$ cat config.mk
export PLATFORM = sky130hd
export DESIGN_NAME = sdram_port_arb
export DESIGN_NICKNAME = d
export VERILOG_FILES = /design/src/rtl/sdram_pkg.sv /design/src/rtl/sdram_prio_enc.sv /design/src/rtl/sdram_port_arb.sv
export SDC_FILE = /design/constraint.sdc
export NUM_CORES = 1
export LEC_CHECK = 0
export ABC_AREA = 1
export CORE_MARGIN = 1.5
export CORE_UTILIZATION = 44
export CTS_CLUSTER_DIAMETER = 200
export DETAILED_ROUTE_END_ITERATION = 10
export PLACE_DENSITY = 0.81
export SLEW_MARGIN = 20
export SYNTH_ARGS = -nofsm -noshare
export SYNTH_HDL_FRONTEND = slang
export SYNTH_SLANG_ARGS = --single-unit
$ cat constraint.sdc
create_clock -name clk -period 1.5 [get_ports clk]
set_input_delay 0.375 -clock clk [delete_from_list [all_inputs] [get_ports clk]]
set_output_delay 0.375 -clock clk [all_outputs]
set_load 0.02 [all_outputs]
$ cat src/rtl/sdram_pkg.sv
// Shared types and defaults for the SDRAM port arbiter: client port ids,
// sequencer states and default timing constants.
package sdram_pkg;

    typedef enum logic [1:0] {
        PORT_DL  = 2'd0,
        PORT_VID = 2'd1,
        PORT_CPU = 2'd2
    } port_e;

    typedef enum logic [1:0] {
        ST_IDLE  = 2'd0,
        ST_ISSUE = 2'd1,
        ST_WAIT  = 2'd2,
        ST_DONE  = 2'd3
    } state_e;

    localparam int SETTLE_CYC_DEF = 2;
    localparam int TIMEOUT_DEF    = 255;
    localparam int AW_DEF         = 25;

endpackage

$ cat src/rtl/sdram_prio_enc.sv
// Fixed-priority grant encoder: download beats video beats CPU.
module sdram_prio_enc
    import sdram_pkg::*;
(
    input  logic       dl_req,
    input  logic       vid_req,
    input  logic       cpu_req,
    output logic [1:0] grant_id,
    output logic       grant_vld
);

    // Pick the highest-priority pending request
    always_comb begin
        grant_id  = PORT_DL;
        grant_vld = 1'b0;
        if (dl_req) begin
            grant_id  = PORT_DL;
            grant_vld = 1'b1;
        end else if (vid_req) begin
            grant_id  = PORT_VID;
            grant_vld = 1'b1;
        end else if (cpu_req) begin
            grant_id  = PORT_CPU;
            grant_vld = 1'b1;
        end else begin
            grant_id  = PORT_DL;
            grant_vld = 1'b0;
        end
    end

endmodule

$ cat src/rtl/sdram_port_arb.sv
// Three-client arbiter/sequencer in front of the edge-triggered SDRAM
// controller; each client sees a level req / one-cycle ack handshake.
module sdram_port_arb
    import sdram_pkg::*;
#(
    parameter int SETTLE_CYC = SETTLE_CYC_DEF,
    parameter int TIMEOUT    = TIMEOUT_DEF,
    parameter int AW         = AW_DEF
) (
    input  logic          clk,
    input  logic          rst_n,
    input  logic          dl_req,
    input  logic [AW-1:0] dl_addr,
    input  logic [7:0]    dl_data,
    output logic          dl_ack,
    input  logic          vid_req,
    input  logic [AW-1:0] vid_addr,
    output logic          vid_ack,
    output logic [15:0]   vid_dout,
    input  logic          cpu_req,
    input  logic [AW-1:0] cpu_addr,
    output logic          cpu_ack,
    output logic [15:0]   cpu_dout,
    output logic [AW-1:0] sd_addr,
    output logic [7:0]    sd_din,
    output logic          sd_we,
    output logic          sd_rd,
    input  logic          sd_ready,
    input  logic [15:0]   sd_dout,
    output logic          timeout_err
);

    state_e        state_q, state_d;
    port_e         port_q, port_d;
    logic [7:0]    settle_q, settle_d;
    logic [7:0]    tmo_q, tmo_d;
    logic [AW-1:0] sd_addr_q, sd_addr_d;
    logic [7:0]    sd_din_q, sd_din_d;
    logic          sd_we_q, sd_we_d, sd_rd_q, sd_rd_d;
    logic          dl_ack_q, dl_ack_d, vid_ack_q, vid_ack_d, cpu_ack_q, cpu_ack_d;
    logic [15:0]   vid_dout_q, vid_dout_d, cpu_dout_q, cpu_dout_d;
    logic          err_q, err_d;

    logic [1:0]    grant_id_s;
    logic          grant_vld_s;
    logic          grant_s, wait_ok_s, wait_tmo_s;

    sdram_prio_enc u_prio (
        .dl_req    (dl_req),
        .vid_req   (vid_req),
        .cpu_req   (cpu_req),
        .grant_id  (grant_id_s),
        .grant_vld (grant_vld_s)
    );

    // No grant while the controller is busy or still starting up
    assign grant_s    = grant_vld_s && sd_ready;
    assign wait_ok_s  = (settle_q == 8'd0) && sd_ready;
    assign wait_tmo_s = (tmo_q == 8'(TIMEOUT - 1)) && !wait_ok_s;

    // State register
    always_ff @(posedge clk or negedge rst_n) begin
        if (!rst_n) begin
            state_q <= ST_IDLE;
        end else begin
            state_q <= state_d;
        end
    end

    // Next-state logic
    always_comb begin
        state_d = state_q;
        case (state_q)
            ST_IDLE:  state_d = grant_s ? ST_ISSUE : ST_IDLE;
            ST_ISSUE: state_d = ST_WAIT;
            ST_WAIT:  state_d = (wait_ok_s || wait_tmo_s) ? ST_DONE : ST_WAIT;
            ST_DONE:  state_d = ST_IDLE;
            default:  state_d = ST_IDLE;
        endcase
    end

    // Output / datapath next values; acks default low so they pulse once
    always_comb begin
        port_d     = port_q;
        settle_d   = settle_q;
        tmo_d      = tmo_q;
        sd_addr_d  = sd_addr_q;
        sd_din_d   = sd_din_q;
        sd_we_d    = sd_we_q;
        sd_rd_d    = sd_rd_q;
        dl_ack_d   = 1'b0;
        vid_ack_d  = 1'b0;
        cpu_ack_d  = 1'b0;
        vid_dout_d = vid_dout_q;
        cpu_dout_d = cpu_dout_q;
        err_d      = err_q;
        case (state_q)
            ST_IDLE: begin
                if (grant_s) begin
                    port_d = port_e'(grant_id_s);
                    case (port_e'(grant_id_s))
                        PORT_DL: begin
                            sd_addr_d = dl_addr;
                            sd_din_d  = dl_data;
                        end
                        PORT_VID: sd_addr_d = vid_addr;
                        PORT_CPU: sd_addr_d = cpu_addr;
                        default:  sd_addr_d = sd_addr_q;
                    endcase
                end else begin
                    port_d = port_q;
                end
            end
            ST_ISSUE: begin
                sd_we_d  = (port_q == PORT_DL);
                sd_rd_d  = (port_q != PORT_DL);
                settle_d = 8'(SETTLE_CYC);
                tmo_d    = 8'd0;
            end
            ST_WAIT: begin
                if (settle_q != 8'd0) begin
                    settle_d = settle_q - 8'd1;
                end else begin
                    settle_d = settle_q;
                end
                tmo_d = tmo_q + 8'd1;
                if (wait_tmo_s) begin
                    err_d = 1'b1;
                end else begin
                    err_d = err_q;
                end
            end
            ST_DONE: begin
                sd_we_d = 1'b0;
                sd_rd_d = 1'b0;
                case (port_q)
                    PORT_DL:  dl_ack_d = 1'b1;
                    PORT_VID: begin
                        vid_ack_d  = 1'b1;
                        vid_dout_d = sd_dout;
                    end
                    PORT_CPU: begin
                        cpu_ack_d  = 1'b1;
                        cpu_dout_d = sd_dout;
                    end
                    default: dl_ack_d = 1'b0;
                endcase
            end
            default: begin
                sd_we_d = 1'b0;
                sd_rd_d = 1'b0;
            end
        endcase
    end

    // Registered datapath and outputs
    always_ff @(posedge clk or negedge rst_n) begin
        if (!rst_n) begin
            port_q     <= PORT_DL;
            settle_q   <= 8'd0;
            tmo_q      <= 8'd0;
            sd_addr_q  <= '0;
            sd_din_q   <= 8'd0;
            sd_we_q    <= 1'b0;
            sd_rd_q    <= 1'b0;
            dl_ack_q   <= 1'b0;
            vid_ack_q  <= 1'b0;
            cpu_ack_q  <= 1'b0;
            vid_dout_q <= 16'd0;
            cpu_dout_q <= 16'd0;
            err_q      <= 1'b0;
        end else begin
            port_q     <= port_d;
            settle_q   <= settle_d;
            tmo_q      <= tmo_d;
            sd_addr_q  <= sd_addr_d;
            sd_din_q   <= sd_din_d;
            sd_we_q    <= sd_we_d;
            sd_rd_q    <= sd_rd_d;
            dl_ack_q   <= dl_ack_d;
            vid_ack_q  <= vid_ack_d;
            cpu_ack_q  <= cpu_ack_d;
            vid_dout_q <= vid_dout_d;
            cpu_dout_q <= cpu_dout_d;
            err_q      <= err_d;
        end
    end

    assign sd_addr     = sd_addr_q;
    assign sd_din      = sd_din_q;
    assign sd_we       = sd_we_q;
    assign sd_rd       = sd_rd_q;
    assign dl_ack      = dl_ack_q;
    assign vid_ack     = vid_ack_q;
    assign cpu_ack     = cpu_ack_q;
    assign vid_dout    = vid_dout_q;
    assign cpu_dout    = cpu_dout_q;
    assign timeout_err = err_q;

endmodule
==> results.yml, run 1 <==
status:
  outcome: "complete, no violations"
grt:
  grtUsageMet2: 0.440
  track_usage: 0.245
  grt_busiest_layer: "met2"
  use_met1: 0.282
  grt_overflow: 0
  grt_use_met3: 0.0499
  grt_max_degree: 33
  grt_pass1_vias: 4192
  grt_pass1_wl_mm: 19.9
  antenna_found_initial: 0
drt:
  wl_per_cell_um: 14.0
  vias: 4341
  first_pass_iters: 4
  final_antenna_net_count: 0
  totalWireLength_mm: 12.5
  drc: 0
  drt-initial-drc-count: 217
  via_per_inst: 4.86
power:
  p_sw_mw: 4.84
  p_comb_frac: 0.499
  peakVddDrop_uv: 751
  swShare: 0.431
  leakage_nw: 3.41
  seqPwrFrac: 0.360
  clkPwrFrac: 0.141
  p_int_mw: 6.39
  power_mw: 11.2
  power.density_nw_per_um2: 1670
sta:
  final-setup-viol-count: 0
  layout_min_cycle_time_ns: 1.46
  whs_ns: 0.473
  fin_tns_setup_ns: 0
  timing.final.crit_share: 0.976
  timing.slew.headroom: 0.734
  rsz0062_at_grt: "yes"
  report.final.slew_viol_count: 0
  worstMarginPinSlew_ns: 0.399
  clock.fmax_mhz: 683
  hold_viol_final: 0
  skew_ns: 0.00719
hold_path:
  worstHoldStart: "timeout_err"
  hp-class: "reg2reg"
  hold_depth: 2
  whs_endpoint: "timeout_err"
cts:
  tritoncts: "built"
  cts_root_buf: "clkbuf_8"
  cts_buffer_depth: 2
  path_clk_slew_ns: 0.10
  clk_latency_ns: 0.36
  cts_made_buffers: 9
  h-tree-depth: 3
  clock_sink_count: 91
logic_synthesis:
  synth-seq-cells: 91
  synth_nets: 673
  syn_inst: 559
  synth_top_cell_by_area: "dfrtp_1"
  synth_area_um2: 4350
  yosysTopAreaCellShare: 0.524
  synthTopCellsByArea: "dfrtp_1 (52%), nand2_1 (20%), nand3_1 (7.9%)"
  synth_cell_types: 24
  ys_warn_count: 0
  avgSynthCellArea_um2: 7.78
  yosysSeqAreaShare: 0.524
placed_design:
  gp_congestion: 0.910
  dpl.hpwl_mm: 9.67
  portBuffers: 175
cells_and_area:
  seq_area_um2: 2280
  nNetsFinal: 869
  fillers: 786
  multi_input_area_um2: 1830
  mostFrequentLayoutCell: "nand2_1"
  utilization: 0.692
  syn_to_final_growth_pct: 54.1
  final_cell_mix: "nand2_1 (227), clkdlybuf4s50_1 (101), dfrtp_1 (91), nand3_1 (69), dlygate4sd2_1 (57)"
  drive_gt1_frac: 0.0882
floorplan:
  coreArea_um2: 9680
  io_pins: 176
  start_util: 0.449
  die_width_um: 102
  dieArea_um2: 10500
  die_y_um: 102
  rows: 36
worst_setup_path:
  path_depth: 1
  endpoint_kind: "output port"
  cp_top_family: "flip-flops"
  crit_chain: "dlygate4sd2_1"
  critPathKind: "reg2out"
  arrival_ns: 1.09
  cp.buffers_inverters: 1
  crit_path_top_delay_cell: "dfrtp_1"
  worstPathRequired_ns: 1.12
  cpPeakStageDelay_ns: 0.40
  crit_fanout: 2
  ff2ff_path_depth: 8
  critPathLaunchType: "flip-flop"
  timing.rr.start: "state_q[1]"
  r2r_end: "settle_q[0]"
  reg2reg_setup_slack_ns: 0.04
job:
  maxCapViolations: 0
how the worst max path moves through the flow:
stage               slack (ns)           to   startpoint
floorplan                 0.13  settle_q[5]   state_q[0]
global placement         -0.35    sd_din[3]       dl_req
detailed placement       -0.39  sd_addr[24]       dl_req
CTS                      0.005  sd_addr[13]  sd_addr[13]
global route             -0.08  settle_q[0]   state_q[1]
finish                    0.04        sd_we        sd_we
final cells by class:
type,count,share of cell area
antenna,1,0.000373
clock buffer,9,0.0185
clock inverter,7,0.00989
inverter,48,0.0272
multi-input combinational,398,0.274
sequential,91,0.340
tap,133,0.0248
timing repair buffer,207,0.306
routing by layer:
layer  vias up  share of wire
li1       2159              -
met1      2034           0.40
met2       116           0.52
met3        32          0.043
met4         0          0.032
met5         -              0
state kept, by name, indices dropped and copies added (netlist names):
name	flops
sd_rd	1
state_q	2
vid_dout	16
cpu_ack	1
settle_q	8
timeout_err	1
sd_din	8
sd_addr	25
vid_ack	1
sd_we	1
dl_ack	1
tmo_q	8
port_q	2
cpu_dout	16
through the flow:
stage,worst slack [ns],area [µm²],std cells
after floorplan,0.133,4350,559
after global placement,-0.349,6480,874
after detailed placement,-0.390,6480,874
after CTS,0.00474,6630,891
after global routing,-0.0828,6700,893
final,0.0356,6700,894
tightest hold or removal path: stages (launching register included):
cell and delay, ns:
dfrtp_1 0.35, inv_1 0.04, nand2_1 0.05
repair_timing:
| action | CTS | global route |
|---|---|---|
| gates resized for setup | 79 | 30 |
| buffers inserted | 0 | 2 |
| endpoints found under the hold margin | 23 | 0 |
| cloned | 0 | 0 |
| hold buffers | 1 | 0 |
| pin swaps | 1 | 3 |
| endpoints found under the setup margin | 127 | 69 |
synth_stat cells:
| cell type | instances |
|---|---|
| a21boi_0 | 1 |
| a21oi_1 | 5 |
| buf_1 | 2 |
| buf_2 | 12 |
| buf_4 | 1 |
| buf_6 | 3 |
| clkbuf_1 | 4 |
| dfrtp_1 | 91 |
| ha_1 | 9 |
| inv_1 | 47 |
| inv_2 | 1 |
| nand2_1 | 229 |
| nand2_2 | 1 |
| nand3_1 | 69 |
| nand4_1 | 2 |
| nor2_1 | 31 |
| nor2_2 | 2 |
| nor2_4 | 1 |
| nor3_1 | 5 |
| o21ai_0 | 38 |
| o21bai_1 | 2 |
| o21bai_2 | 1 |
| xnor2_1 | 1 |
| xor2_1 | 1 |
logic make-up after synthesis:
| group | count (synthesis) | share of synthesized area |
|---|---|---|
| buffers and inverters | 70 | 0.0699 |
| adder cells (fa/ha/maj) | 9 | 0.0259 |
| AO/OA/AOI/OAI | 47 | 0.0572 |
| flip-flops | 91 | 0.524 |
| AND/OR/NAND/NOR | 340 | 0.319 |
| XOR/XNOR | 2 | 0.00403 |
power by group through the flow:
stage	clock [mW]	combinational, mW	sequential, mW
2_1_floorplan	0	1.94	5.11
3_3_place_gp	0	5.80	4.08
3_5_place_dp	0	5.99	4.10
4_1_cts	1.63	5.49	4.02
5_1_grt	1.72	6.17	4.16
6_report	1.58	5.60	4.04
(Power assumes the default switching activity.)
==> inputs of run 2 (changes only) <==
--- a/config.mk
+++ b/config.mk
@@ -7,10 +7,10 @@
 export LEC_CHECK = 0
 export ABC_AREA = 1
 export CORE_MARGIN = 1.5
-export CORE_UTILIZATION = 44
+export CORE_UTILIZATION = 45
 export CTS_CLUSTER_DIAMETER = 200
 export DETAILED_ROUTE_END_ITERATION = 10
-export PLACE_DENSITY = 0.81
+export PLACE_DENSITY = 0.84
 export SLEW_MARGIN = 20
 export SYNTH_ARGS = -nofsm -noshare
 export SYNTH_HDL_FRONTEND = slang
==> constraint.sdc (replaced) <==
create_clock -name clk -period 1.71 [get_ports clk]
set_input_delay 0.4275 -clock clk [delete_from_list [all_inputs] [get_ports clk]]
set_output_delay 0.4275 -clock clk [all_outputs]
set_load 0.02 [all_outputs]
==> results.yml, run 2 (synthesis results as in run 1) <==
drt:
  via_per_inst: 4.89
  drt-initial-drc-count: 200
  vias: 4316
  first_pass_iters: 5
  final_antenna_net_count: 0
  totalWireLength_mm: 12.4
  drc: 0
  wl_per_cell_um: 14.0
placed_design:
  portBuffers: 175
  dp_slack_ns: -0.176
  dpl-instance-area_um2: 6390
  dpl.hpwl_mm: 9.64
  gp_congestion: 0.892
cells_and_area:
  stdcell_area_um2: 6500
  drive_gt1_frac: 0.0637
  utilization: 0.700
  final_cell_mix: "nand2_1 (229), clkdlybuf4s50_1 (103), dfrtp_1 (91), dlygate4sd2_1 (71), nand3_1 (69)"
  largest_reg_flops: 25
  fillers: 758
  nNetsFinal: 862
  num_antenna_cells: 0
  mostFrequentLayoutCell: "nand2_1"
  syn_to_final_growth_pct: 49.4
cts:
  cts_root_buf: "clkbuf_8"
  cts_made_buffers: 9
  path_clk_slew_ns: 0.09
  cts_buffer_depth: 2
  clk_latency_ns: 0.35
  clock_sink_count: 91
  h-tree-depth: 3
  tritoncts: "built"
  post_cts_buffers: 0
worst_setup_path:
  endpoint_kind: "flip-flop"
  critPathLaunchType: "primary input"
  timing.rr.start: "state_q[0]"
  crit_end: "sd_addr[2]"
  reg2reg_setup_slack_ns: 0.21
  arrival_ns: 1.81
  crit_fanout: 10
  ff2ff_path_depth: 8
  startpoint: "dl_req"
  r2r_end: "sd_addr[2]"
  critPathKind: "in2reg"
  worstPathRequired_ns: 1.99
sta:
  fin_tns_setup_ns: 0
  fin_ws_ns: 0.187
  timing.slew.headroom: 0.714
  worstMarginPinSlew_ns: 0.427
  timing.final.crit_share: 0.891
  clock.fmax_mhz: 656
  report.final.slew_viol_count: 0
  rsz0062_at_grt: "no"
  skew_ns: 0.0123
  final-setup-viol-count: 0
  layout_min_cycle_time_ns: 1.52
  hold_viol_final: 0
floorplan:
  die_width_um: 101
  rows: 35
  die_y_um: 101
  io_pins: 176
  dieArea_um2: 10300
  start_util: 0.468
  coreArea_um2: 9280
grt:
  grt_pass1_wl_mm: 19.8
  antenna_found_initial: 0
  track_usage: 0.247
  grt_max_degree: 37
  grt_overflow: 0
  grt_pass1_vias: 4247
power:
  leakage_nw: 3.34
  power_mw: 9.49
  power.density_nw_per_um2: 1460
  peakVddDrop_uv: 862
hold_path:
  hp-class: "reg2reg"
job:
  maxCapViolations: 0
status:
  outcome: "complete, no violations"
-- run 2: cell types whose count changed in the layout (fill, tap and decap cells not counted), moves of 4 or more --
cell | before | now
clkdlybuf4s15_1 | 14 | 0
buf_12 | 10 | 6
dlygate4sd2_1 | 57 | 71
nor2_1 | 27 | 31
-- run 2: worst min path at each step --
stage	from	to	cells after the start
2_1_floorplan	rst_n	cpu_ack	0
3_3_place_gp	rst_n	cpu_dout[9]	1
3_5_place_dp	rst_n	vid_dout[9]	1
4_1_cts	timeout_err	timeout_err	2
5_1_grt	timeout_err	timeout_err	2
6_report	timeout_err	timeout_err	2
-- run 2: power by group --
group	switching [mW]	internal (mW)	leakage (nW)
Combinational	2.77	1.81	2.15
Sequential	0.522	3.04	1.11
Clock	0.799	0.551	0.0844
-- run 2: layout make-up --
class | count | area [µm²] | area share
sequential | 91 | 2280 | 0.350
timing repair buffer | 200 | 1930 | 0.296
multi-input combinational | 398 | 1770 | 0.272
inverter | 48 | 180 | 0.0277
tap | 129 | 161 | 0.0248
clock buffer | 9 | 124 | 0.0191
clock inverter | 7 | 60.1 | 0.00924
-- run 2: metrics by stage --
step	std cells	hold WS (ns)
final	882	0.478
after global routing	882	0.491
after CTS	882	0.482
after detailed placement	865	0.387
after global placement	865	0.382
after floorplan	559	0.132
-- run 2: repair_timing --
item | in CTS | in global routing
setup endpoints to repair | 71 | 1
gates resized for setup | 71 | 1
hold buffers | 1 | 0
gates cloned | 0 | 0
endpoints found under the hold margin | 13 | 0
-- run 2: layer usage --
layer  routed length, µm  GRT usage  up-vias
met5                   0          0        -
met1                5010      0.294     2019
li1                    -          -     2134
met4                 298     0.0897        0
met2                6410      0.447      141
met3                 672     0.0421       22
-- run 2: critical path: stages --
cell	delay [ns]
clkdlybuf4s50_1	0.53
nor2_4	0.06
nand2_1	0.06
nand2_1	0.07
nor2_2	0.14
buf_4	0.21
buf_4	0.17
nand2_1	0.07
nand2_1	0.07
==> inputs of run 3 (changes only) <==
--- a/config.mk
+++ b/config.mk
@@ -6,7 +6,6 @@
 export NUM_CORES = 1
 export LEC_CHECK = 0
 export ABC_AREA = 1
-export CORE_MARGIN = 1.5
 export CORE_UTILIZATION = 45
 export CTS_CLUSTER_DIAMETER = 200
 export DETAILED_ROUTE_END_ITERATION = 10
==> results.yml, run 3 (synthesis results as in run 1) <==
drt:
  totalWireLength_mm: 12.4
  final_antenna_net_count: 0
  via_per_inst: 4.90
  drc: 0
  wl_per_cell_um: 14.1
  vias: 4308
  first_pass_iters: 5
  drt-initial-drc-count: 258
worst_setup_path:
  path_depth: 1
  worstPathRequired_ns: 1.28
  critPathLaunchType: "flip-flop"
  cp_top_family: "flip-flops"
  ff2ff_path_depth: 8
  critPathKind: "reg2out"
  endpoint_kind: "output port"
  arrival_ns: 1.12
  crit_chain: "dlygate4sd2_1"
  cp.buffers_inverters: 1
  cpPeakStageDelay_ns: 0.42
  crit_path_top_delay_cell: "dfrtp_1"
  crit_fanout: 2
grt:
  grt_pass1_vias: 4186
  grt_max_degree: 33
  track_usage: 0.255
  grt_overflow: 0
  antenna_found_initial: 0
  grt_pass1_wl_mm: 20.0
placed_design:
  gp_congestion: 0.866
  dp.cells: 862
  portBuffers: 175
  dp_slack_ns: -0.265
  dpl.hpwl_mm: 9.56
  dpl-instance-area_um2: 6330
sta:
  final-setup-viol-count: 0
  skew_ns: 0.0126
  worstMarginPinSlew_ns: 0.417
  hold_viol_final: 0
  timing.slew.headroom: 0.721
  timing.final.crit_share: 0.905
  fin_tns_setup_ns: 0
  layout_min_cycle_time_ns: 1.55
  fin_ws_ns: 0.163
  clock.fmax_mhz: 646
  rsz0062_at_grt: "no"
  report.final.slew_viol_count: 0
power:
  power.density_nw_per_um2: 1480
  peakVddDrop_uv: 969
  leakage_nw: 3.33
  power_mw: 9.59
hold_path:
  hold_depth: 2
  hp-class: "reg2reg"
cells_and_area:
  syn_to_final_growth_pct: 48.7
  nNetsFinal: 859
  num_antenna_cells: 0
  fin_cells: 879
  largest_reg_flops: 25
  mostFrequentLayoutCell: "nand2_1"
  final_cell_mix: "nand2_1 (229), clkdlybuf4s50_1 (103), dfrtp_1 (91), dlygate4sd2_1 (71), nand3_1 (69)"
  stdcell_area_um2: 6470
  drive_gt1_frac: 0.0613
floorplan:
  dieArea_um2: 10100
  rows: 35
  coreArea_um2: 9280
  start_util: 0.468
  die_y_um: 100
  die_width_um: 100
  io_pins: 176
cts:
  path_clk_slew_ns: 0.10
  tritoncts: "built"
  post_cts_buffers: 0
  clk_latency_ns: 0.37
  cts_buffer_depth: 2
  h-tree-depth: 3
  clock_sink_count: 91
  cts_made_buffers: 9
  cts_root_buf: "clkbuf_8"
status:
  outcome: "complete, no violations"
job:
  maxCapViolations: 0
run 3: stage by stage:
stage          utilization  hold WS [ns]
2_1_floorplan            -         0.132
3_3_place_gp         0.682         0.347
3_5_place_dp         0.682         0.354
4_1_cts              0.695         0.481
5_1_grt              0.697         0.493
6_report             0.697         0.474
run 3: where the power goes:
group | switching [mW] | leakage [nW] | internal [mW] | total (mW)
clock network | 0.879 | 0.103 | 0.581 | 1.46
logic | 2.79 | 2.12 | 1.77 | 4.56
registers | 0.528 | 1.11 | 3.04 | 3.57
total | 4.20 | 3.33 | 5.39 | 9.59
run 3: timing repair:
action                                 in CTS  in global routing
hold buffers                                1                  0
setup endpoints to repair                  71                 28
gates resized for setup                    71                  5
pin swaps                                   0                  0
endpoints found under the hold margin      21                  0
run 3: worst paths after layout:
check	start	slack, ns	to
max	sd_addr[7]	0.16	sd_addr[7]
min	timeout_err	0.47	timeout_err
max reg2reg	state_q[0]	0.18	tmo_q[7]
min reg2reg	timeout_err	0.47	timeout_err
max in group asynchronous	rst_n	0.71	settle_q[6]
min in group asynchronous	rst_n	0.48	vid_dout[7]
run 3: cell type report:
type / count / area, µm²
Fill cell: 762 / 2820
Tap cell: 129 / 161
Inverter: 48 / 183
Sequential cell: 91 / 2280
Multi-Input combinational cell: 398 / 1780
Clock inverter: 7 / 76.3
Timing Repair Buffer: 197 / 1870
Clock buffer: 9 / 124
run 3: routing by layer:
| metal | wire length (µm) | part of all wire | GRT usage |
|---|---|---|---|
| met5 | 0 | 0 | 0 |
| met4 | 303 | 0.024 | 0.107 |
| met3 | 704 | 0.057 | 0.0411 |
| met2 | 6400 | 0.52 | 0.452 |
| met1 | 4970 | 0.40 | 0.309 |
